**config.mk**
```make
export PLATFORM = sky130hd
export DESIGN_NAME = tbird_seq_lights
export DESIGN_NICKNAME = d
export VERILOG_FILES = /design/src/rtl/tbird_seq_lights.sv
export SDC_FILE = /design/constraint.sdc
export NUM_CORES = 1
export LEC_CHECK = 0
export ABC_AREA = 1
export CORE_MARGIN = 3
export CORE_UTILIZATION = 45
export CTS_BUF_LIST = sky130_fd_sc_hd__clkbuf_16
export CTS_CLUSTER_DIAMETER = 100
export DETAILED_ROUTE_END_ITERATION = 10
export GPL_TIMING_DRIVEN = 1
export PLACE_DENSITY = 0.71
export SLEW_MARGIN = 40
export SYNTH_ARGS = -nofsm -noshare
export SYNTH_HDL_FRONTEND = slang
export SYNTH_SLANG_ARGS = --single-unit
```
**constraint.sdc**
```tcl
create_clock -name clk_i -period 2.7 [get_ports clk_i]
set_input_delay 0.54 -clock clk_i [delete_from_list [all_inputs] [get_ports clk_i]]
set_output_delay 0.54 -clock clk_i [all_outputs]
set_load 0.01 [all_outputs]
```
**src/rtl/tbird_seq_lights.sv**
```systemverilog
// -----------------------------------------------------------------------------
// tbird_seq_lights
//   Parametrised T-Bird style tail-light sequencer. Animates LAMPS lamps per
//   side for left/right turn requests (lamps fill outward one step at a time)
//   and flashes both sides together for a hazard request. The animation step
//   rate comes from an internal prescaler running on the system clock.
//
//   Optional feature (macro TBIRD_BRAKE_EN): adds brake_i. While braking,
//   every lamp on a side that the current state is not animating is lit.
//
// Parameters
//   LAMPS  lamps per side (2..16)
//   DIV    clocks per animation step (1..65535), 1 = step every clock
//
// Ports
//   clk_i          system clock, rising edge
//   clear_n_i      synchronous active-low reset
//   left_i         left-turn request (level)
//   right_i        right-turn request (level)
//   hazard_i       hazard request (level)
//   brake_i        brake request (level, TBIRD_BRAKE_EN builds only)
//   left_lamps_o   left lamps, bit0 innermost
//   right_lamps_o  right lamps, bit0 innermost
//   busy_o         high whenever the sequencer is not idle
// -----------------------------------------------------------------------------
module tbird_seq_lights #(
  parameter int unsigned LAMPS = 3,
  parameter int unsigned DIV   = 1
) (
  input  logic             clk_i,
  input  logic             clear_n_i,
  input  logic             left_i,
  input  logic             right_i,
  input  logic             hazard_i,
`ifdef TBIRD_BRAKE_EN
  input  logic             brake_i,
`endif
  output logic [LAMPS-1:0] left_lamps_o,
  output logic [LAMPS-1:0] right_lamps_o,
  output logic             busy_o
);

  localparam int unsigned PW = (DIV > 1) ? $clog2(DIV) : 1;
  localparam int unsigned SW = $clog2(LAMPS + 1);

  localparam logic [PW-1:0] PRESC_LAST = PW'(DIV - 1);
  localparam logic [SW-1:0] STEP_LAST  = SW'(LAMPS);
  localparam logic [SW-1:0] STEP_FIRST = SW'(1);

  typedef enum logic [1:0] {
    ST_IDLE  = 2'd0,
    ST_LEFT  = 2'd1,
    ST_RIGHT = 2'd2,
    ST_HAZ   = 2'd3
  } state_e;

  // State is the animation mode plus the current step k of L(k)/R(k).
  state_e            state_q, state_d;
  logic [SW-1:0]     step_q, step_d;
  logic [PW-1:0]     presc_q, presc_d;
  logic [LAMPS-1:0]  left_lamps_q, left_lamps_d;
  logic [LAMPS-1:0]  right_lamps_q, right_lamps_d;
  logic              busy_q, busy_d;

  logic              tick;
  logic              haz_req;
  logic              brake_w;

`ifdef TBIRD_BRAKE_EN
  assign brake_w = brake_i;
`else
  assign brake_w = 1'b0;
`endif

  // Both sides requested together is treated as a hazard.
  assign haz_req = hazard_i | (left_i & right_i);

  // With DIV=1 the prescaler is stuck at 0 and the tick is permanently high.
  assign tick = (presc_q == PRESC_LAST);

  // Low k bits set: the fill pattern for step k.
  function automatic logic [LAMPS-1:0] fill_mask(input logic [SW-1:0] k);
    logic [LAMPS-1:0] m;
    m = '0;
    for (int i = 0; i < int'(LAMPS); i++) begin
      m[i] = (SW'(i) < k);
    end
    return m;
  endfunction

  // State, prescaler and output registers.
  always_ff @(posedge clk_i) begin
    if (!clear_n_i) begin
      state_q       <= ST_IDLE;
      step_q        <= '0;
      presc_q       <= '0;
      left_lamps_q  <= '0;
      right_lamps_q <= '0;
      busy_q        <= 1'b0;
    end else begin
      state_q       <= state_d;
      step_q        <= step_d;
      presc_q       <= presc_d;
      left_lamps_q  <= left_lamps_d;
      right_lamps_q <= right_lamps_d;
      busy_q        <= busy_d;
    end
  end

  // Next state, prescaler and lamp decode of the next state.
  always_comb begin
    state_d       = state_q;
    step_d        = step_q;
    presc_d       = '0;
    left_lamps_d  = '0;
    right_lamps_d = '0;
    busy_d        = 1'b0;

    // Prescaler only runs while animating; it wraps on the tick.
    if (state_q != ST_IDLE && !tick) begin
      presc_d = presc_q + PW'(1);
    end

    unique case (state_q)
      ST_IDLE: begin
        if (haz_req) begin
          state_d = ST_HAZ;
          step_d  = '0;
        end else if (left_i) begin
          state_d = ST_LEFT;
          step_d  = STEP_FIRST;
        end else if (right_i) begin
          state_d = ST_RIGHT;
          step_d  = STEP_FIRST;
        end
      end
      ST_LEFT, ST_RIGHT: begin
        // A running sequence ignores turn requests; only hazard preempts.
        if (tick) begin
          if (haz_req) begin
            state_d = ST_HAZ;
            step_d  = '0;
          end else if (step_q == STEP_LAST) begin
            state_d = ST_IDLE;
            step_d  = '0;
          end else begin
            step_d = step_q + SW'(1);
          end
        end
      end
      ST_HAZ: begin
        // Always drop back to idle so a held hazard flashes on/off.
        if (tick) begin
          state_d = ST_IDLE;
          step_d  = '0;
        end
      end
      default: begin
        state_d = ST_IDLE;
        step_d  = '0;
      end
    endcase

    unique case (state_d)
      ST_IDLE: begin
        left_lamps_d  = {LAMPS{brake_w}};
        right_lamps_d = {LAMPS{brake_w}};
      end
      ST_LEFT: begin
        left_lamps_d  = fill_mask(step_d);
        right_lamps_d = {LAMPS{brake_w}};
      end
      ST_RIGHT: begin
        left_lamps_d  = {LAMPS{brake_w}};
        right_lamps_d = fill_mask(step_d);
      end
      ST_HAZ: begin
        left_lamps_d  = '1;
        right_lamps_d = '1;
      end
      default: begin
        left_lamps_d  = '0;
        right_lamps_d = '0;
      end
    endcase

    busy_d = (state_d != ST_IDLE);
  end

  assign left_lamps_o  = left_lamps_q;
  assign right_lamps_o = right_lamps_q;
  assign busy_o        = busy_q;

endmodule

```
# [Yosys cells after proc, flatten, opt, wreduce, memory -nomap -nowiden]
# Index checks and enable logic that the tools add are counted.
[word_totals] elab_cells=47 regBits=12 output_inout_bits=7 latchBits=0 mem_bits_ro=0 inputBits=5 mem_count=0 ram_bits=0
[classes] div_mod_pow=0 shifts=0 n_mul=0 mux=18 order_cmp=3 n_addsub=2 n_reduce_logical=9 n_eq_ne=7 bitwise=2
[op_table] op="$mux 2" count=14
[op_table] op="$pmux 3 s3" count=2
[op_table] op="$pmux 2 s3" count=2
[op_table] op="$eq 2x2->1 const B" count=5
[op_table] op="$reduce_or 2->1" count=3
[op_table] op="$eq 2x1->1 const B" count=2
[op_table] op="$logic_not 2->1" count=2
[op_table] op="$lt 1x2->1 const A" count=2
[op_table] op="$reduce_bool 2->1" count=2
[op_table] op="$add 2x1->2 const B" count=1
[op_table] op="$lt 2x2->1 const A" count=1
[op_table] op="$reduce_and 2->1" count=1
[op_table] op="$add 1x1->1 const B" count=1
[op_table] op="$and 1x1->1" count=1
[op_table] op="$logic_and 1x1->1" count=1
[op_table] op="$or 1x1->1" count=1

# [Logic depth before layout (Yosys ltp)]
# Gate-level depths: netlist of run 1.
[logic_depth] depth_word=8 ltp_mapped=10 ltp_nobuf=10

# [Least setup slack after synthesis of run 1]
# No wires, ideal clock.
[synth_path] kind="register to register" startpoint="reg state_q[0]" endpoint="reg right_lamps_q[0] (netlist: right_lamps_o[0])" synth_period_minus_slack_ps=1424 t_arrival_ps=1310 setup_slack_ps=1276 path_buffers=0 setup_ps=114 path_stages_with_launch=11 required_ps=2586 cell_sequence="dfxtp_1 inv_1 ha_1 inv_1 nor2_2 a21oi_2 nand2_2 nand2_4 nand3_1 nand2_1 nand2_1"
[synth_via] elab_chain_len=7 elab_cells_between_ends=21 cone_classes="order compare (1); eq/ne (6); mux (10); reduce/logical (4)"
[synth_lines] element="from (decl)" line_no="58" text="state_e state_q, state_d;"
[synth_lines] element="from (signal assigned)" line_no="101" text="state_q <= state_d;"
[synth_lines] element="$mux 2 (on tied branches)" line_no="143, 132"
[synth_lines] element="$mux 2 (on tied branches)" line_no="140, 129"
[synth_lines] element="$mux 2 (on tied branches)" line_no="139, 126"
[synth_lines] element="$pmux 2 s3" line_no="124" text="unique case (state_q)"
[synth_lines] element="$eq 2x1->1 / $logic_not 2->1 (equally long branches)" line_no="164" text="unique case (state_d)"
[synth_lines] element="$reduce_or 2->1 (no line)"
[synth_lines] element="$pmux 3 s3 *" line_no="164"
[synth_lines] element="to (signal assigned)" line_no="105" text="right_lamps_q <= right_lamps_d;"
[synth_lines] element="to (decl)" line_no="62" text="logic [LAMPS-1:0] right_lamps_q, right_lamps_d;"
# Mark *: on every way between the ends. The rest lies on a longest branch, timed or not.
# A chain may end at the register's enable or synchronous reset.

# [Final worst setup path of run 1]
[layout_path] startpoint="reg state_q[1]" endpoint="reg left_lamps_q[2] (netlist: left_lamps_o[2])"
[layout_via] elab_chain_len=7 elab_cells_between_ends=21 cone_classes="order compare (1); eq/ne (6); mux (10); reduce/logical (4)"
[layout_lines] element="$mux 2 (on tied branches)" line_no="143, 132"
[layout_lines] element="$mux 2 (on tied branches)" line_no="140, 129"
[layout_lines] element="$mux 2 (on tied branches)" line_no="139, 126"
[layout_lines] element="$pmux 2 s3" line_no="124"
[layout_lines] element="$eq 2x2->1 / $logic_not 2->1 (equally long branches)" line_no="164"
[layout_lines] element="$reduce_or 2->1 (no line)"
[layout_lines] element="$pmux 3 s3 *" line_no="164"
[layout_lines] element="to (signal assigned)" line_no="104" text="left_lamps_q <= left_lamps_d;"
[layout_lines] element="to (decl)" line_no="61" text="logic [LAMPS-1:0] left_lamps_q, left_lamps_d;"
# Marked as above.

==> results.rst, run 1 <==
.. list-table::
   :header-rows: 1

   * - Metric
     - Value
   * - Result of the run
     - finished clean
   * - Final Setup Violations
     - 0
   * - Flop-to-flop setup slack
     - about 1.1 ns
   * - Worst Slack Setup Final
     - between 1 and 1.5 ns
   * - Pre-CTS setup slack
     - between 0.8 and 0.9 ns
   * - Type of the tightest min-delay check
     - reg -> reg
   * - Final design utilization
     - 0.691
   * - Area share of the largest cell type after synthesis
     - 0.379
   * - Number of antenna violations at the first check in global routing
     - 0
   * - Global route hottest layer
     - met2
   * - H-tree lvl count
     - 1
   * - Overall Global Routing Usage
     - 0.167
   * - Post-Synthesis Cell Area
     - ~630 sq um
   * - Wire length of the first global-routing pass
     - ~2300 um
   * - Maximum fanout count along the critical path
     - 4
   * - GP Congestion
     - around 0.8
   * - Post-detail-place hpwl
     - approximately 1000 um
   * - Fin. max-slew vios
     - 0
   * - Maximum achievable frequency
     - slightly above 600 MHz
   * - Critical register-to-register path startpoint
     - state_q[1]
   * - # DRC
     - 0
   * - R2R depth
     - 10
   * - Crit path DAT
     - between 1.5 and 2 ns
   * - Critical Setup Path Class
     - reg -> reg
   * - Met1 layer usage reported by global route
     - 0.194
   * - Clock Root Buffer
     - sky130_fd_sc_hd__clkbuf_16
   * - Total Die Area
     - about 1900 sq um
   * - VDD IR max
     - slightly above 800 uV
   * - Number of vias per cell after detailed routing
     - just over 5
   * - Mean post-synth cell area
     - between 7 and 8 sq um
   * - Post-CTS Resized
     - 0
   * - Distinct cell type count after synthesis
     - 19
   * - Post-synthesis to final-layout area growth
     - 32.5%
   * - Hold buffer count at CTS
     - 0
   * - Worst path buffer plus inverter count
     - 2
   * - Fin Setup TNS
     - 0 ns
   * - Slowest library cell on the worst path
     - sky130_fd_sc_hd__dfxtp_1
   * - Largest stage delay on the critical path
     - around 0.37 ns
   * - Most common cell type on the critical path
     - sky130_fd_sc_hd__nand2_2
   * - Number of input and output port buffers inserted
     - 11
   * - Area of the core
     - 1220 sq um
   * - Post-route worst hold slack
     - 0.630 ns
   * - Vert. Die Dim
     - approximately 44 um
   * - Hold Crit Endpoint
     - step_q[1]
   * - Critical Path Source Type
     - flip-flop
   * - I/O pin count
     - 12
   * - # Post-CTS Setup Buffers
     - 0
   * - Ordered list of cells on the worst path
     - inv_1 -> ha_1 -> inv_1 -> nor2_2 -> nand4_1 -> nand2_1 -> nand2_2 -> nand2_2 -> nand2_2 -> a21oi_2
   * - Final net count
     - around 110
   * - Synth area leader
     - sky130_fd_sc_hd__dfxtp_1
   * - Cells on Worst Hold Path
     - 2
   * - Worst Min Path Start
     - step_q[1]
   * - Clock buffers created by TritonCTS
     - 3
   * - Antenna cells
     - 0
   * - End of the worst register-to-register path
     - left_lamps_o[2]
   * - Unrepaired setup endpoints after global routing
     - false
   * - Die width
     - between 40 and 50 um
   * - Congestion Overflow GR
     - 0
   * - Met2 track demand over resource
     - 0.279
   * - DRC violation total after the first TritonRoute iteration
     - 15
   * - Fraction of layout cells with a size suffix above 1
     - 0.212
   * - Avg WL per Cell
     - between 10 and 15 um
   * - Capturing element type of the critical path
     - flip-flop
   * - Number of nets produced by synthesis
     - 92
   * - Final wirelength
     - 1330 um
   * - GR Layer Usage met3
     - 0.0664
   * - Top delay family on crit path
     - simple AND/OR/NAND/NOR gates
   * - Antenna violation net count after detailed routing
     - 0
   * - Cell area power density
     - 1250 nW/um^2
   * - Clock tree from TritonCTS
     - yes
   * - Number of iterations in the first detailed-routing pass
     - 4
   * - Minimum period implied by the final worst setup slack
     - between 1.5 and 2 ns
   * - Share of the clock period used by the worst path
     - 0.611
   * - Initial Util
     - 0.522
   * - Clock latency of the later-clocked register in the worst-skew pair
     - ~0.23 ns
   * - Vias in the first global route
     - 568
   * - Most frequent cells in the layout
     - sky130_fd_sc_hd__nand2_1, sky130_fd_sc_hd__inv_1, sky130_fd_sc_hd__dfxtp_1
   * - Maxcap violations
     - 0
   * - Clock sink count
     - 12
   * - Number of endpoints with negative hold slack in the final report
     - 0
   * - Crit. path cell count
     - 10
   * - Most common cell after layout, fill and taps aside
     - sky130_fd_sc_hd__nand2_1
   * - Number of buffers on the longest clock path
     - 2
   * - Clock transition time at the flip-flop clock pins of the worst setup and hold paths
     - about 0.04 ns
   * - Synthesis-stage register bit count
     - 12
   * - Syn Inst Count
     - 84
   * - Setup clock skew after layout
     - 0.00287 ns
   * - Maximum number of pins on one net before global-route repair
     - 8
   * - Register area share after synthesis
     - 0.379
   * - Count of synthesis-stage warnings from yosys
     - 0
   * - Worst EP required
     - 2.86 ns
   * - Cell types occupying the most area after synthesis
     - sky130_fd_sc_hd__dfxtp_1, sky130_fd_sc_hd__nand2_1, sky130_fd_sc_hd__inv_1
   * - Standby leakage power
     - between 0.0004 and 0.0005 uW
   * - Number of placement rows
     - 12
   * - Via total after detailed routing
     - between 500 and 600
area by class of cell:
cell class                      instances  area (sq um)
Fill cell                             100           375
Multi-Input combinational cell         55           330
Sequential cell                        12           240
Timing Repair Buffer                   11           110
Clock buffer                            3          75.1
Inverter                               17          63.8
Tap cell                               14          17.5
Clock inverter                          1          3.75
worst min-delay path, cell delays in order (launching register included):
cell,delay [ns]
sky130_fd_sc_hd__dfxtp_1,0.32
sky130_fd_sc_hd__nand4_1,0.17
sky130_fd_sc_hd__a21oi_1,0.09
metal layers:
metal / vias up / share of wire / wire length [um]
met4: 0 / 0.019 / 25
met3: 4 / 0.050 / 66
met1: 259 / 0.42 / 562
li1: 294 / - / -
met2: 14 / 0.51 / 671
met5: - / 0 / 0
flip-flops by register name, indices dropped and copies added (netlist names):
signal / cells
presc_q: 1
step_q: 2
busy_o: 1
right_lamps_o: 3
state_q: 2
left_lamps_o: 3
power by group:
group | switching, uW | internal, uW
Combinational | 296 | 213
Clock | 66.0 | 194
Sequential | 33.0 | 249
Total | 395 | 656
logic make-up after synthesis:
| logic type | count (synthesis) | synth area share |
|---|---|---|
| adders and majority gates | 3 | 0.0592 |
| DFF | 12 | 0.379 |
| buffers and inverters | 17 | 0.101 |
| AOI/OAI and AO/OA | 8 | 0.0888 |
| and+or+nand+nor | 43 | 0.367 |
| other | 1 | 0.00591 |
how the worst max path moves through the flow:
stage	start	end	slack, ns
6_report	state_q[1]	left_lamps_o[2]	1.05
5_1_grt	state_q[1]	left_lamps_o[2]	0.95
4_1_cts	left_lamps_o[2]	left_lamps_o[2]	1.04
3_5_place_dp	left_i	left_lamps_o[2]	0.88
3_3_place_gp	right_i	right_lamps_o[0]	0.89
2_1_floorplan	state_q[0]	right_lamps_o[0]	1.28
metrics by stage:
stage	cell area, sq um	power [uW]	instances
after CTS	841	1060	113
after floorplan	634	622	84
after global placement	762	779	109
final	841	1050	113
after global routing	841	1130	113
after detailed placement	762	784	109
cells in the mapped netlist (all sizes together):
cell type   n
a21oi       6
conb        1
dfxtp      12
ha          3
inv        17
nand2      28
nand3       9
nand4       3
nor2        3
o211ai      1
o21bai      1
Power figures use the tool's default switching activity.
==> run 2, diff against run 1 <==
--- a/config.mk
+++ b/config.mk
@@ -7,12 +7,12 @@
 export LEC_CHECK = 0
 export ABC_AREA = 1
 export CORE_MARGIN = 3
-export CORE_UTILIZATION = 45
+export CORE_UTILIZATION = 44
 export CTS_BUF_LIST = sky130_fd_sc_hd__clkbuf_16
 export CTS_CLUSTER_DIAMETER = 100
 export DETAILED_ROUTE_END_ITERATION = 10
 export GPL_TIMING_DRIVEN = 1
-export PLACE_DENSITY = 0.71
+export PLACE_DENSITY = 0.72
 export SLEW_MARGIN = 40
 export SYNTH_ARGS = -nofsm -noshare
 export SYNTH_HDL_FRONTEND = slang
==> constraint.sdc (replaced) <==
create_clock -name clk_i -period 1.4 [get_ports clk_i]
set_input_delay 0.28 -clock clk_i [delete_from_list [all_inputs] [get_ports clk_i]]
set_output_delay 0.28 -clock clk_i [all_outputs]
set_load 0.01 [all_outputs]
==> run 2 against run 1 <==
  * Global-route usage grew 1.2 points
  * Register-to-register slack lost 1.0 ns
  * Worst hold slack gained 0.0015 ns
  * Count of clock-buffer cells in the layout is the same
  * Cell count grew 9.7%
  * Sequential share of layout area shrank 3.5 points
  * Die area grew 2.0%
  * Critical path type unchanged
  * Critical endpoint is now right_lamps_o[0]
==> results.rst, run 2 (synthesis results as in run 1) <==
.. list-table::
   :header-rows: 1

   * - Metric
     - Value
   * - Post-detail-place hpwl
     - 1110 um (+11%)
   * - Final Setup Violations
     - 0 (unchanged)
   * - Post-route worst hold slack
     - 0.631 ns (+0.00151 ns)
   * - Maximum number of pins on one net before global-route repair
     - 8 (unchanged)
   * - Internal portion of total power
     - 1500 uW (+130%)
   * - Number of endpoints with negative hold slack in the final report
     - 0 (unchanged)
   * - Capturing element type of the critical path
     - flip-flop
   * - Wire length of the first global-routing pass
     - 2510 um (+7.4%)
   * - I/O pin count
     - 12 (unchanged)
   * - Final net count
     - 118 (+9.3%)
   * - Switching portion of total power
     - 0.370 (-0.00603)
   * - Clock Root Buffer
     - sky130_fd_sc_hd__clkbuf_16
   * - Worst EP required
     - 1.53 ns (-1.33 ns)
   * - # DRC
     - 0 (unchanged)
   * - Congestion Overflow GR
     - 0 (unchanged)
   * - Post-Place Cells
     - 118 (+8.3%)
   * - Largest stage delay on the critical path
     - 0.32 ns (-0.05 ns)
   * - Share of the clock period used by the worst path
     - 0.999 (+0.388)
   * - Number of iterations in the first detailed-routing pass
     - 3 (-1)
   * - Portion of total power attributed to sequential cells
     - 0.225 (-0.043)
   * - Number of placement rows
     - 13 (+1)
   * - Antenna cells
     - 0 (unchanged)
   * - H-tree lvl count
     - 1 (unchanged)
   * - Ordered list of cells on the worst path
     - inv_2 -> ha_4 -> buf_4 -> nand2_2 -> nand2_2 -> nand2_2 -> nand2_2 -> nand2_4 -> nand3_2 -> nand2_2 -> nand2_1
   * - Crit path DAT
     - 1.53 ns (-0.28 ns)
   * - VDD IR max
     - 1540 uV (+91%)
   * - Worst Slack Setup Final
     - 0.00107 ns (-1.05 ns)
   * - Net switching power
     - 881 uW (+120%)
   * - Maximum achievable frequency
     - 715 MHz (+18%)
   * - Area of the core
     - 1330 sq um (+9.7%)
   * - Standby leakage power
     - 0.000480 uW (+12%)
   * - Fraction of layout cells with a size suffix above 1
     - 0.440 (+0.228)
   * - Number of input and output port buffers inserted
     - 11 (unchanged)
   * - Post-route non-filler standard cell count
     - 124 (+9.7%)
   * - Maxcap violations
     - 0 (unchanged)
   * - Avg WL per Cell
     - 11.7 um (about the same)
   * - Combinational power share
     - 0.558 (+0.074)
   * - Most common cell type on the critical path
     - sky130_fd_sc_hd__nand2_2
   * - Clock buffers created by TritonCTS
     - 3 (unchanged)
   * - Top delay family on crit path
     - simple AND/OR/NAND/NOR gates
   * - Pre-CTS setup slack
     - -0.172 ns (-1.05 ns)
   * - Clock sink count
     - 12 (unchanged)
   * - Number of buffers on the longest clock path
     - 2 (unchanged)
   * - Setup clock skew after layout
     - 0.00164 ns (-0.00123 ns)
   * - Cell area power density
     - 2460 nW/um^2 (+97%)
   * - Type of the tightest min-delay check
     - reg -> reg
   * - Critical Setup Path Class
     - reg -> reg
   * - Most frequent cells in the layout
     - sky130_fd_sc_hd__nand2_2, sky130_fd_sc_hd__nand2_1, sky130_fd_sc_hd__clkdlybuf4s50_1
   * - Initial Util
     - 0.476 (-0.0460)
   * - Vert. Die Dim
     - 44.0 um (+0.98%)
   * - Clock network power share
     - 0.217 (-0.030)
   * - Minimum period implied by the final worst setup slack
     - 1.40 ns (-0.251 ns)
   * - Critical Path Source Type
     - flip-flop
   * - Vias in the first global route
     - 598 (+5.3%)
   * - Number of vias per cell after detailed routing
     - 4.72 (-6.6%)
   * - Antenna violation net count after detailed routing
     - 0 (unchanged)
   * - Clock tree from TritonCTS
     - yes
   * - Total Die Area
     - 1930 sq um (+2.0%)
   * - Overall Global Routing Usage
     - 0.179 (+0.0120)
   * - Maximum fanout count along the critical path
     - 3 (-1)
   * - Result of the run
     - finished clean
   * - Clock latency of the later-clocked register in the worst-skew pair
     - 0.24 ns (about the same)
   * - Number of antenna violations at the first check in global routing
     - 0 (unchanged)
   * - GP Congestion
     - 0.785 (-0.18%)
   * - Unrepaired setup endpoints after global routing
     - true
   * - Clock transition time at the flip-flop clock pins of the worst setup and hold paths
     - 0.04 ns (about the same)
   * - DRC violation total after the first TritonRoute iteration
     - 5 (-10)
   * - Via total after detailed routing
     - 585 (+2.5%)
   * - Die width
     - 44.0 um (+0.98%)
   * - Post-synthesis to final-layout area growth
     - 52.5%
   * - Fin. max-slew vios
     - 0 (unchanged)
   * - Final wirelength
     - 1460 um (+9.8%)
   * - Worst path buffer plus inverter count
     - 2 (unchanged)
   * - Slowest library cell on the worst path
     - sky130_fd_sc_hd__dfxtp_2
   * - Most common cell after layout, fill and taps aside
     - sky130_fd_sc_hd__nand2_2
-- run 2: changes by cell type in the layout (fill, tap and decap cells not counted), moves of 2 or more --
cell                      previous run  this run
sky130_fd_sc_hd__nand2_2             6        15
sky130_fd_sc_hd__inv_1              13        10
sky130_fd_sc_hd__ha_1                3         1
sky130_fd_sc_hd__dfxtp_1            12        10
sky130_fd_sc_hd__dfxtp_2             0         2
sky130_fd_sc_hd__inv_2               4         7
sky130_fd_sc_hd__buf_4               0        10
sky130_fd_sc_hd__nand2_1            21        12
-- run 2: what timing repair did --
item	CTS	global route
buffers inserted	2	0
gates resized for setup	7	10
hold buffers	0	0
pin swaps	6	13
hold endpoints to repair	0	0
setup endpoints to repair	7	8
-- run 2: power groups by stage --
stage / Combinational (uW) / Sequential (uW) / Clock (uW)
4_1_cts: 1270 / 536 / 522
3_3_place_gp: 1160 / 523 / 0
5_1_grt: 1450 / 552 / 536
6_report: 1330 / 535 / 518
3_5_place_dp: 1180 / 529 / 0
2_1_floorplan: 663 / 586 / 0
-- run 2: routing by layer --
layer | GRT usage | vias to the layer above | share of wire
li1 | - | 311 | -
met1 | 0.212 | 264 | 0.45
met2 | 0.299 | 8 | 0.50
met3 | 0.0664 | 2 | 0.040
met4 | 0.0542 | 0 | 0.0082
met5 | 0 | - | 0
-- run 2: worst reg2reg max path, cell delays in order (launching register included) --
cell                      delay [ns]
sky130_fd_sc_hd__dfxtp_2        0.32
sky130_fd_sc_hd__inv_2          0.04
sky130_fd_sc_hd__ha_4           0.24
sky130_fd_sc_hd__buf_4          0.14
sky130_fd_sc_hd__nand2_2        0.06
sky130_fd_sc_hd__nand2_2        0.05
sky130_fd_sc_hd__nand2_2        0.07
sky130_fd_sc_hd__nand2_2        0.07
sky130_fd_sc_hd__nand2_4        0.11
sky130_fd_sc_hd__nand3_2        0.07
sky130_fd_sc_hd__nand2_2        0.08
sky130_fd_sc_hd__nand2_1        0.05
-- run 2: final cells by class --
type	instances	area, sq um
clock buffers	3	75.1
clock inverters	1	3.75
fillers	111	367
inverters	17	63.8
multi-input cells	55	378
flip-flops and latches	12	243
well taps	15	18.8
repair buffers	21	185
-- run 2: metrics by stage --
step	power [uW]	setup TNS (ns)	utilization	cell area, sq um
5_1_grt	2540	-0.504	0.725	967
2_1_floorplan	1250	0	-	647
6_report	2380	0	0.725	967
4_1_cts	2320	-0.0591	0.705	940
3_3_place_gp	1680	-1.04	0.627	836
3_5_place_dp	1710	-1.09	0.627	836
-- run 2: final timing paths --
kind,from,endpoint,slack [ns],depth (start not counted)
max,state_q[0],right_lamps_o[0],0.001,11
min,step_q[0],step_q[0],0.63,4
max reg2reg,state_q[0],right_lamps_o[0],0.001,11
min reg2reg,step_q[0],step_q[0],0.63,4
==> run 3, diff against run 2 <==
--- a/config.mk
+++ b/config.mk
@@ -13,7 +13,7 @@
 export DETAILED_ROUTE_END_ITERATION = 10
 export GPL_TIMING_DRIVEN = 1
 export PLACE_DENSITY = 0.72
-export SLEW_MARGIN = 40
+export SLEW_MARGIN = 10
 export SYNTH_ARGS = -nofsm -noshare
 export SYNTH_HDL_FRONTEND = slang
 export SYNTH_SLANG_ARGS = --single-unit
==> constraint.sdc (replaced) <==
create_clock -name clk_i -period 1.1 [get_ports clk_i]
set_input_delay 0.22 -clock clk_i [delete_from_list [all_inputs] [get_ports clk_i]]
set_output_delay 0.22 -clock clk_i [all_outputs]
set_load 0.01 [all_outputs]
==> run 3 against run 2 <==
  * The run now ends with negative setup slack left
  * Power increased by 24%
  * Sequential power increased by 27%
  * Non-clock buffer count increased by 1
  * Via count fell by 0.17%
  * Register-to-register slack worse by 0.31 ns
  * Clock skew up 0.0029 ns
  * Routed wire length rose by 0.62%
  * Worst setup slack lost 0.31 ns
  * Count of clock-buffer cells in the layout is the same
  * First-iteration DRC count increased by 60%
  * Utilization fell by 0.56 points
  * Sequential cell count stayed put
  * Highest routed layer unchanged
==> results.rst, run 3 (synthesis results as in run 1) <==
.. list-table::
   :header-rows: 1

   * - Metric
     - Value
   * - GP Congestion
     - 0.810 (+3.1%)
   * - Hold buffer count at CTS
     - 0 (unchanged)
   * - Area of the core
     - 1330 sq um (unchanged)
   * - Pre-CTS setup slack
     - -0.476 ns (-0.304 ns)
   * - DRC violation total after the first TritonRoute iteration
     - 8 (+3)
   * - Number of input and output port buffers inserted
     - 11 (unchanged)
   * - Capturing element type of the critical path
     - flip-flop
   * - Worst Min Path Start
     - clear_n_i
   * - Number of buffers on the longest clock path
     - 2 (unchanged)
   * - Maxcap violations
     - 0 (unchanged)
   * - Clock buffers created by TritonCTS
     - 3 (unchanged)
   * - VDD IR max
     - 2180 uV (+41%)
   * - Minimum period implied by the final worst setup slack
     - 1.40 ns (+0.00598 ns)
   * - Vias in the first global route
     - 529 (-12%)
   * - Via total after detailed routing
     - 584 (-0.17%)
   * - Number of endpoints with negative hold slack in the final report
     - 0 (unchanged)
   * - Initial Util
     - 0.476 (unchanged)
   * - Maximum achievable frequency
     - 712 MHz (-0.43%)
   * - Standby leakage power
     - 0.000506 uW (+5.5%)
   * - Worst Slack Setup Final
     - -0.305 ns (-0.306 ns)
   * - Number of placement rows
     - 13 (unchanged)
   * - Post-detail-place hpwl
     - 1040 um (-6.7%)
   * - Maximum fanout count along the critical path
     - 4 (+1)
   * - Unrepaired setup endpoints after global routing
     - true
   * - Most frequent cells in the layout
     - sky130_fd_sc_hd__nand2_1, sky130_fd_sc_hd__nand2_2, sky130_fd_sc_hd__inv_1, sky130_fd_sc_hd__dfxtp_1, sky130_fd_sc_hd__buf_4
   * - PnR Total Power
     - 2950 uW (+24%)
   * - Clock latency of the later-clocked register in the worst-skew pair
     - 0.24 ns (about the same)
   * - Critical Path Source Type
     - flip-flop
   * - Flop-to-flop setup slack
     - -0.30 ns (-0.31 ns)
   * - Cell area power density
     - 3080 nW/um^2 (+25%)
   * - Violations in the final reports
     - negative setup slack
   * - Most common cell after layout, fill and taps aside
     - sky130_fd_sc_hd__nand2_1
   * - Fraction of layout cells with a size suffix above 1
     - 0.418 (-0.0222)
   * - Number of vias per cell after detailed routing
     - 4.67 (-0.97%)
   * - Maximum number of pins on one net before global-route repair
     - 8 (unchanged)
   * - H-tree lvl count
     - 1 (unchanged)
   * - Antenna violation net count after detailed routing
     - 0 (unchanged)
   * - Number of antenna violations at the first check in global routing
     - 0 (unchanged)
   * - End of the worst register-to-register path
     - right_lamps_o[2]
   * - Fill count
     - 117 (+5.4%)
   * - Crit path DAT
     - 1.59 ns (+0.06 ns)
   * - Final design utilization
     - 0.720 (-0.00563)
   * - Share of the clock period used by the worst path
     - 1.28 (+0.278)
   * - Type of the tightest min-delay check
     - in -> reg
   * - Setup clock skew after layout
     - 0.00454 ns (+0.00289 ns)
   * - Post-synthesis to final-layout area growth
     - 51.3%
   * - Overall Global Routing Usage
     - 0.172 (-0.00776)
   * - Die width
     - 44.0 um (unchanged)
   * - Clock Root Buffer
     - sky130_fd_sc_hd__clkbuf_16
   * - Number of iterations in the first detailed-routing pass
     - 2 (-1)
   * - Post-route worst hold slack
     - 0.633 ns (+0.00140 ns)
   * - Vert. Die Dim
     - 44.0 um (unchanged)
   * - Final net count
     - 119 (+0.85%)
   * - Wire length of the first global-routing pass
     - 2320 um (-7.7%)
   * - Congestion Overflow GR
     - 0 (unchanged)
   * - Result of the run
     - finished, violations left
   * - Clock sink count
     - 12 (unchanged)
   * - Antenna cells
     - 0 (unchanged)
   * - Critical register-to-register path startpoint
     - state_q[0]
   * - I/O pin count
     - 12 (unchanged)
   * - R2R depth
     - 10 (-1)
   * - Avg WL per Cell
     - 11.7 um (-0.19%)
   * - # DRC
     - 0 (unchanged)
   * - Fin. max-slew vios
     - 0 (unchanged)
   * - Final Setup Violations
     - 11 (+11)
   * - Hold Crit Endpoint
     - right_lamps_o[2]
   * - Cells on Worst Hold Path
     - 3 (-1)
   * - Critical Setup Path Class
     - reg -> reg
   * - Clock tree from TritonCTS
     - yes
   * - Clock transition time at the flip-flop clock pins of the worst setup and hold paths
     - 0.04 ns (about the same)
   * - Final wirelength
     - 1470 um (+0.62%)
   * - Total Die Area
     - 1930 sq um (unchanged)
   * - Fin Setup TNS
     - -2.84 ns (-2.84 ns)
   * - Worst EP required
     - 1.28 ns (-0.25 ns)
-- run 3: changes by cell type in the layout (fill, tap and decap cells not counted), sizes merged --
cell	before	now
dlygate4sd2	0	7
buf	10	11
clkdlybuf4s50	11	4
-- run 3: power by group --
part	leakage, uW	switching, uW	internal (uW)
combinational	0.000367	868	735
sequential	0.0000999	61.5	617
clock	0.0000385	193	479
total	0.000506	1120	1830
-- run 3: through the flow --
step / std cells / area [sq um]
3_3_place_gp: 118 / 848
6_report: 125 / 960
4_1_cts: 125 / 950
5_1_grt: 125 / 960
2_1_floorplan: 84 / 659
3_5_place_dp: 118 / 848
-- run 3: critical path: stages (launching register included) --
cell                      delay [ns]
sky130_fd_sc_hd__dfxtp_2        0.33
sky130_fd_sc_hd__inv_2          0.05
sky130_fd_sc_hd__ha_4           0.28
sky130_fd_sc_hd__inv_2          0.04
sky130_fd_sc_hd__nor2_4         0.12
sky130_fd_sc_hd__nand3_1        0.11
sky130_fd_sc_hd__nand2_2        0.08
sky130_fd_sc_hd__nand2_2        0.08
sky130_fd_sc_hd__nand2_1        0.08
sky130_fd_sc_hd__nand2_2        0.07
sky130_fd_sc_hd__a21oi_2        0.11
-- run 3: final cells by class --
cell class	instances	area, sq um	share of cell area
Sequential cell	12	243	0.253
Clock inverter	1	3.75	0.00391
Inverter	17	63.8	0.0665
Timing Repair Buffer	22	188	0.196
Clock buffer	3	75.1	0.0782
Multi-Input combinational cell	55	368	0.383
Tap cell	15	18.8	0.0196
-- run 3: worst max path at each step --
stage                             to  startpoint  slack [ns]  depth (start not counted)
global placement     left_lamps_o[0]     right_i       -0.43                         10
detailed placement   left_lamps_o[0]     right_i       -0.48                         10
global route         left_lamps_o[2]  state_q[0]       -0.39                         10
CTS                  left_lamps_o[2]  state_q[0]       -0.31                         10
floorplan           right_lamps_o[2]  state_q[1]       -0.24                         10
finish              right_lamps_o[2]  state_q[0]       -0.30                         10
-- run 3: what timing repair did --
action	4_1_cts	5_1_grt
pin swaps	10	1
endpoints found under the setup margin	18	11
setup buffers	3	0
resized for setup	10	4
-- run 3: per-layer routing --
metal / track usage / vias up / part of all wire
met2: 0.241 / 11 / 0.46
met1: 0.214 / 253 / 0.46
li1: - / 315 / -
met4: 0.108 / 0 / 0.023
met3: 0.0705 / 5 / 0.055
met5: 0 / - / 0
